===== config.mk =====
export PLATFORM = sky130hd
export DESIGN_NAME = uart_rx_pkt_ctrl
export DESIGN_NICKNAME = d
export VERILOG_FILES = /design/src/rtl/uart_pkt_pkg.sv /design/src/rtl/pkt_timer.sv /design/src/rtl/uart_rx_pkt_ctrl.sv
export SDC_FILE = /design/constraint.sdc
export NUM_CORES = 1
export LEC_CHECK = 0
export BUFFER_PORTS_ARGS = -buffer_cell sky130_fd_sc_hd__buf_2
export CAP_MARGIN = 20
export CORE_ASPECT_RATIO = 0.9
export CORE_MARGIN = 2
export CORE_UTILIZATION = 60
export CTS_BUF_LIST = sky130_fd_sc_hd__clkbuf_16
export DETAILED_ROUTE_END_ITERATION = 16
export PLACE_DENSITY = 0.79
export SLEW_MARGIN = 15
export SYNTH_ARGS = -nofsm -noshare
export SYNTH_HDL_FRONTEND = slang
export SYNTH_HIERARCHICAL = 1
export SYNTH_SLANG_ARGS = --single-unit

===== constraint.sdc =====
create_clock -name clk -period 2.8 [get_ports clk]
set_clock_uncertainty 0.1 [all_clocks]
set_input_delay 0.42 -clock clk [delete_from_list [all_inputs] [get_ports clk]]
set_output_delay 0.42 -clock clk [all_outputs]
set_load 0.05 [all_outputs]

===== src/rtl/uart_pkt_pkg.sv =====
`default_nettype none
// +----------------------------------------------------------------------------+
// | Module      : uart_pkt_pkg                                                 |
// | Description : Shared state encoding, default constants and width helper    |
// |               for the UART receive packet controller.                      |
// | Revision    : 1.0 - initial release                                        |
// +----------------------------------------------------------------------------+
package uart_pkt_pkg;

    typedef enum logic [2:0] {
        HUNT    = 3'd0,
        CMD     = 3'd1,
        LEN     = 3'd2,
        PAYLOAD = 3'd3,
        CSUM    = 3'd4,
        HOLD    = 3'd5
    } state_t;

    localparam logic [7:0] DEF_SYNC_BYTE     = 8'hA5;
    localparam int         DEF_MAX_LEN       = 8;
    localparam int         DEF_TIMEOUT_TICKS = 320;

    // Bits needed to hold values 0..n-1, never less than one bit.
    function automatic int len_width(input int n);
        return (n < 2) ? 1 : $clog2(n);
    endfunction

endpackage : uart_pkt_pkg
`default_nettype wire


===== src/rtl/pkt_timer.sv =====
`default_nettype none
// +----------------------------------------------------------------------------+
// | Module      : pkt_timer                                                    |
// | Description : Inter-byte tick counter with clear/enable and expiry flag.   |
// | Revision    : 1.0 - initial release                                        |
// +----------------------------------------------------------------------------+
module pkt_timer #(
    parameter  int TIMEOUT_TICKS = 320,
    localparam int c_cnt_w       = $clog2(TIMEOUT_TICKS + 1)
) (
    input  logic clk,
    input  logic reset,
    input  logic i_clear,
    input  logic i_enable,
    input  logic i_tick,
    output logic o_expire
);

    logic [c_cnt_w-1:0] r_count;

    always_ff @(posedge clk or negedge reset) begin
        if (!reset) begin
            r_count <= '0;
        end else if (i_clear || !i_enable) begin
            r_count <= '0;
        end else if (i_tick && !o_expire) begin
            r_count <= r_count + c_cnt_w'(1);
        end
    end

    assign o_expire = i_enable && (r_count == c_cnt_w'(TIMEOUT_TICKS));

endmodule : pkt_timer
`default_nettype wire


===== src/rtl/uart_rx_pkt_ctrl.sv =====
`default_nettype none
// +----------------------------------------------------------------------------+
// | Module      : uart_rx_pkt_ctrl                                             |
// | Description : Frames UART RX bytes (SYNC,CMD,LEN,payload,CSUM) into        |
// |               validated command packets with a valid/ready handshake.      |
// |               Define UART_PKT_TIMEOUT_EN to enable the inter-byte timeout. |
// | Revision    : 1.0 - initial release                                        |
// +----------------------------------------------------------------------------+
module uart_rx_pkt_ctrl
    import uart_pkt_pkg::*;
#(
    parameter  int         MAX_LEN       = DEF_MAX_LEN,
    parameter  logic [7:0] SYNC_BYTE     = DEF_SYNC_BYTE,
    parameter  int         TIMEOUT_TICKS = DEF_TIMEOUT_TICKS,
    localparam int         c_len_w       = len_width(MAX_LEN + 1),
    localparam int         c_addr_w      = len_width(MAX_LEN)
) (
    input  logic                clk,
    input  logic                reset,
    input  logic                rx_done,
    input  logic [7:0]          rx_data,
    input  logic                tick,
    output logic                cmd_valid,
    input  logic                cmd_ready,
    output logic [7:0]          cmd_code,
    output logic [c_len_w-1:0]  cmd_len,
    input  logic [c_addr_w-1:0] rd_addr,
    output logic [7:0]          rd_data,
    output logic                err_csum,
    output logic                err_len,
    output logic                err_timeout,
    output logic                err_overrun,
    output logic                busy
);

    state_t             r_state;
    state_t             w_next_state;
    logic               r_rx_done_q;
    logic [7:0]         r_cmd_code;
    logic [7:0]         r_sum;
    logic [c_len_w-1:0] r_cmd_len;
    logic [c_len_w-1:0] r_idx;
    logic [7:0]         r_buf [MAX_LEN];
    logic               r_err_csum;
    logic               r_err_len;
    logic               r_err_overrun;

    logic               w_strb;
    logic [7:0]         w_sum_next;
    logic               w_len_bad;
    logic               w_csum_ok;
    logic               w_last_pl;
    logic               w_in_frame;
    logic               w_expire;
    logic               w_timeout;

    assign w_strb     = rx_done & ~r_rx_done_q;
    assign w_sum_next = r_sum + rx_data;
    assign w_len_bad  = (rx_data > 8'(MAX_LEN));
    assign w_csum_ok  = (w_sum_next == 8'h00);
    assign w_last_pl  = ((r_idx + c_len_w'(1)) == r_cmd_len);
    assign w_in_frame = (r_state == CMD) || (r_state == LEN) ||
                        (r_state == PAYLOAD) || (r_state == CSUM);
    // A strobe in the expiry cycle wins: the byte is taken, not the timeout.
    assign w_timeout  = w_in_frame & ~w_strb & w_expire;

`ifdef UART_PKT_TIMEOUT_EN
    logic r_err_timeout;

    pkt_timer #(
        .TIMEOUT_TICKS (TIMEOUT_TICKS)
    ) u_pkt_timer (
        .clk      (clk),
        .reset    (reset),
        .i_clear  (w_strb),
        .i_enable (w_in_frame),
        .i_tick   (tick),
        .o_expire (w_expire)
    );

    always_ff @(posedge clk or negedge reset) begin
        if (!reset) r_err_timeout <= 1'b0;
        else        r_err_timeout <= w_timeout;
    end

    assign err_timeout = r_err_timeout;
`else
    localparam int c_unused_timeout = TIMEOUT_TICKS;
    logic w_unused_tick;

    assign w_unused_tick = tick;
    assign w_expire      = 1'b0;
    assign err_timeout   = 1'b0;
`endif

    always_ff @(posedge clk or negedge reset) begin
        if (!reset) r_state <= HUNT;
        else        r_state <= w_next_state;
    end

    always_comb begin
        w_next_state = r_state;
        case (r_state)
            HUNT:    if (w_strb && rx_data == SYNC_BYTE) w_next_state = CMD;
            CMD:     if (w_strb) w_next_state = LEN;
            LEN: begin
                if (w_strb) begin
                    if (w_len_bad)             w_next_state = HUNT;
                    else if (rx_data == 8'h00) w_next_state = CSUM;
                    else                       w_next_state = PAYLOAD;
                end
            end
            PAYLOAD: if (w_strb && w_last_pl) w_next_state = CSUM;
            CSUM:    if (w_strb) w_next_state = w_csum_ok ? HOLD : HUNT;
            HOLD: begin
                // Handshake frees the slot; a same-cycle byte is judged as a HUNT byte.
                if (cmd_ready)
                    w_next_state = (w_strb && rx_data == SYNC_BYTE) ? CMD : HUNT;
            end
            default: w_next_state = HUNT;
        endcase
        if (w_timeout) w_next_state = HUNT;
    end

    always_ff @(posedge clk or negedge reset) begin
        if (!reset) begin
            r_rx_done_q   <= 1'b0;
            r_cmd_code    <= 8'h00;
            r_cmd_len     <= '0;
            r_idx         <= '0;
            r_sum         <= 8'h00;
            r_err_csum    <= 1'b0;
            r_err_len     <= 1'b0;
            r_err_overrun <= 1'b0;
            for (int i = 0; i < MAX_LEN; i++) r_buf[i] <= 8'h00;
        end else begin
            r_rx_done_q   <= rx_done;
            r_err_csum    <= w_strb && (r_state == CSUM) && !w_csum_ok;
            r_err_len     <= w_strb && (r_state == LEN) && w_len_bad;
            r_err_overrun <= w_strb && (r_state == HOLD) && !cmd_ready;
            if (w_strb) begin
                case (r_state)
                    HUNT: r_sum <= 8'h00;
                    CMD: begin
                        r_cmd_code <= rx_data;
                        r_sum      <= rx_data;
                    end
                    LEN: begin
                        if (!w_len_bad) begin
                            r_cmd_len <= rx_data[c_len_w-1:0];
                            r_sum     <= w_sum_next;
                            r_idx     <= '0;
                        end
                    end
                    PAYLOAD: begin
                        r_buf[r_idx[c_addr_w-1:0]] <= rx_data;
                        r_sum                      <= w_sum_next;
                        r_idx                      <= r_idx + c_len_w'(1);
                    end
                    default: ;
                endcase
            end
        end
    end

    assign cmd_valid   = (r_state == HOLD);
    assign busy        = (r_state != HUNT);
    assign cmd_code    = r_cmd_code;
    assign cmd_len     = r_cmd_len;
    assign rd_data     = (int'(rd_addr) < MAX_LEN) ? r_buf[rd_addr] : 8'h00;
    assign err_csum    = r_err_csum;
    assign err_len     = r_err_len;
    assign err_overrun = r_err_overrun;

endmodule : uart_rx_pkt_ctrl
`default_nettype wire


==> metrics.yaml <==
critical_path:
  required_ns: 2.92
  critPathMaxFanout: 3
  crit_arrival_ns: 2.77
  start_kind: "flop"
  crit_type: "reg -> reg"
  end_kind: "flop"
logic_synthesis:
  synth_area_per_cell_um2: 12.94
  yosysWarnings: 6
  synth_top_area_frac: 0.4848
  yosysTopAreaCell: "dfrtp_1"
  seq_area_frac_synth: 0.4848
  syn_nets: 404
  async_reset_ff_frac: 1.000
  synth_edf_count: 0
  synth_cells: 379
  synth_top_flop_cell: "dfrtp_1"
  syn_area_mm2: 0.004903
  synth_common_cells: "dfrtp_1, mux2_2, nor2_1"
  ys_ff_latch: 95
  synth_most_common_cell: "dfrtp_1"
  ys_top_cells_by_area: "dfrtp_1, mux2_2, mux4_2"
  yosys.cell_types.count: 66
layout:
  area_growth_pct: 11.51
  utilization: 0.6843
  fin_nets: 440
  diodes: 0
  drive_gt1_frac: 0.4187
run_status:
  status: "completed"
clock_network:
  clkSlewWorstSetupHoldPaths_ns: 0.06
  post_cts_resized: 0
  htree_levels: 3
  cts_tree: "done"
  cts_buffers: 9
  root_buffer: "clkbuf_16"
  cts.sinks: 95
  clk-insertion-delay-late_ns: 0.33
  cts_buffer_depth: 2
global_route:
  antenna_found_initial: 0
  grt_pass1_wl_mm: 16.62
  grt_max_degree: 75
  track_usage: 0.2353
  grt_pass1_vias: 3222
  grt_use_met3: 0.04899
  busiest_layer: "met2"
  grt_remaining_overflow: 0
  grtUsageMet2: 0.3615
  met1_usage: 0.3459
detailed_routing:
  vias: 3198
  routed_wl_mm: 9.875
  drt_iter0_markers: 202
  ant_nets: 0
  viasPerCell: 6.186
  drt_pass1_iterations: 4
  drc: 0
  wl_per_cell_um: 19.10
sta:
  setup_violations: 0
  holdWs_ns: 0.1547
  fmax_mhz: 377.8
  slew_viol_final: 0
  fin_crit_sh: 0.9453
  finalHoldViolations: 0
  finalCriticalPeriod_ns: 2.647
pwr:
  power_leakage_uw: 0.002628
  peakVddDrop_uv: 650.4
  p_seq_frac: 0.397
  p_comb_frac: 0.369
  intPower_uw: 2828
  pwr-share-clk: 0.234
  p_sw_uw: 1654
  switching_share: 0.3689
  power_density_mw_per_mm2: 819.7
floorplan:
  io_pins: 42
  die_x_um: 99.29
  core-area_mm2: 0.007990
  rows: 31
  start_util: 0.6137
  die_h_um: 89.76
  dieArea_mm2: 0.008912
worst_hold_path:
  hold_class: "in -> reg"
placement:
  numPortBuffers: 39
  place_congestion: 0.9204
  dp_hpwl_mm: 6.722
flow_run:
  drv_cap: 0
-- metal layers --
metal,part of all wire,vias to the layer above
met5,0,-
met4,0.0051,0
met3,0.051,4
met2,0.49,69
met1,0.45,1647
li1,-,1478
-- kinds of logic (layout without fill, tap and decap cells) --
group | Yosys count | count (layout) | synth area share
AND/OR/NAND/NOR | 84 | 84 | 0.1033
adder cells (fa/ha/maj) | 9 | 9 | 0.02450
buffers and inverters | 31 | 70 | 0.03138
XOR/XNOR | 9 | 9 | 0.01607
other | 1 | 1 | 0.0007648
multiplexers | 99 | 99 | 0.2641
AO/OA/AOI/OAI | 51 | 51 | 0.07502
flip-flops | 95 | 95 | 0.4848
-- critical path, cell delays in order (launching register included) --
cell      delay, ns
dfrtp_1        0.38
ha_1           0.24
fa_1           0.42
a211o_1        0.31
a21oi_1        0.19
o221ai_1       0.15
nor3_2         0.30
nand4_1        0.15
a221oi_2       0.31
-- registers in the layout, summed over array words and instances, names as in the netlist --
name / flops
r_rx_done_q: 1
cmd_len: 4
r_buf: 64
err_len: 1
err_csum: 1
r_state: 3
cmd_code: 8
err_overrun: 1
r_idx: 4
r_sum: 8
-- power groups by stage --
stage                     logic, uW  registers, uW  clock network, uW
after floorplan                1100           1960                  0
after global placement         1590           1790                  0
after detailed placement       1630           1800                  0
after CTS                      1640           1780               1070
after global routing           1800           1810               1150
final                          1650           1780               1050
-- through the flow --
| step | cell area, um^2 | total power, uW | worst slack [ns] | cells | TNS [ns] |
|---|---|---|---|---|---|
| 2_1_floorplan | 4903 | 3059 | 0.3980 | 379 | 0 |
| 3_3_place_gp | 5190 | 3371 | 0.1362 | 500 | 0 |
| 6_report | 5468 | 4482 | 0.1532 | 517 | 0 |
| 5_1_grt | 5468 | 4760 | -0.006907 | 517 | -0.006907 |
| 3_5_place_dp | 5190 | 3428 | 0.05005 | 500 | 0 |
| 4_1_cts | 5453 | 4489 | 0.1981 | 515 | 0 |
-- worst paths after layout --
check / start / end / slack [ns] / depth (start not counted)
max: r_sum[0]$_DFFE_PN0P_ / r_state[0]$_DFFE_PN0P_ / 0.15 / 8
min: cmd_ready / err_overrun$_DFF_PN0_ / 0.15 / 2
max reg2reg: r_sum[0]$_DFFE_PN0P_ / r_state[0]$_DFFE_PN0P_ / 0.15 / 8
min reg2reg: r_buf[7]$_DFFE_PN0P_ / r_buf[7]$_DFFE_PN0P_ / 0.39 / 1
max in group asynchronous: reset / r_buf[30]$_DFFE_PN0P_ / 1.50 / 3
min in group asynchronous: reset / cmd_code[6]$_DFFE_PN0P_ / 0.43 / 2
-- cells in the final DEF (no fill, tap or decap), drive strengths merged, types with 6 or more instances in the layout --
master	count
a21oi	13
buf	52
clkbuf	9
dfrtp	95
ha	8
mux2	83
mux4	16
nand2	14
nor2	19
nor3	6
o21ai	11
-- cell type report --
class,count,area (um^2)
Clock inverter,5,27.53
Timing Repair Buffer,53,330.3
Multi-Input combinational cell,253,2372
Clock buffer,9,225.2
Fill cell,566,2522
Sequential cell,95,2377
Inverter,3,11.26
Tap cell,99,123.9
-- timing repair --
action / in CTS / in global routing
endpoints found under the setup margin: 0 / 1
hold buffers: 1 / 0
buffers inserted: 0 / 2
endpoints found under the hold margin: 21 / 0
Note: power is estimated with default switching activity, not from simulation.
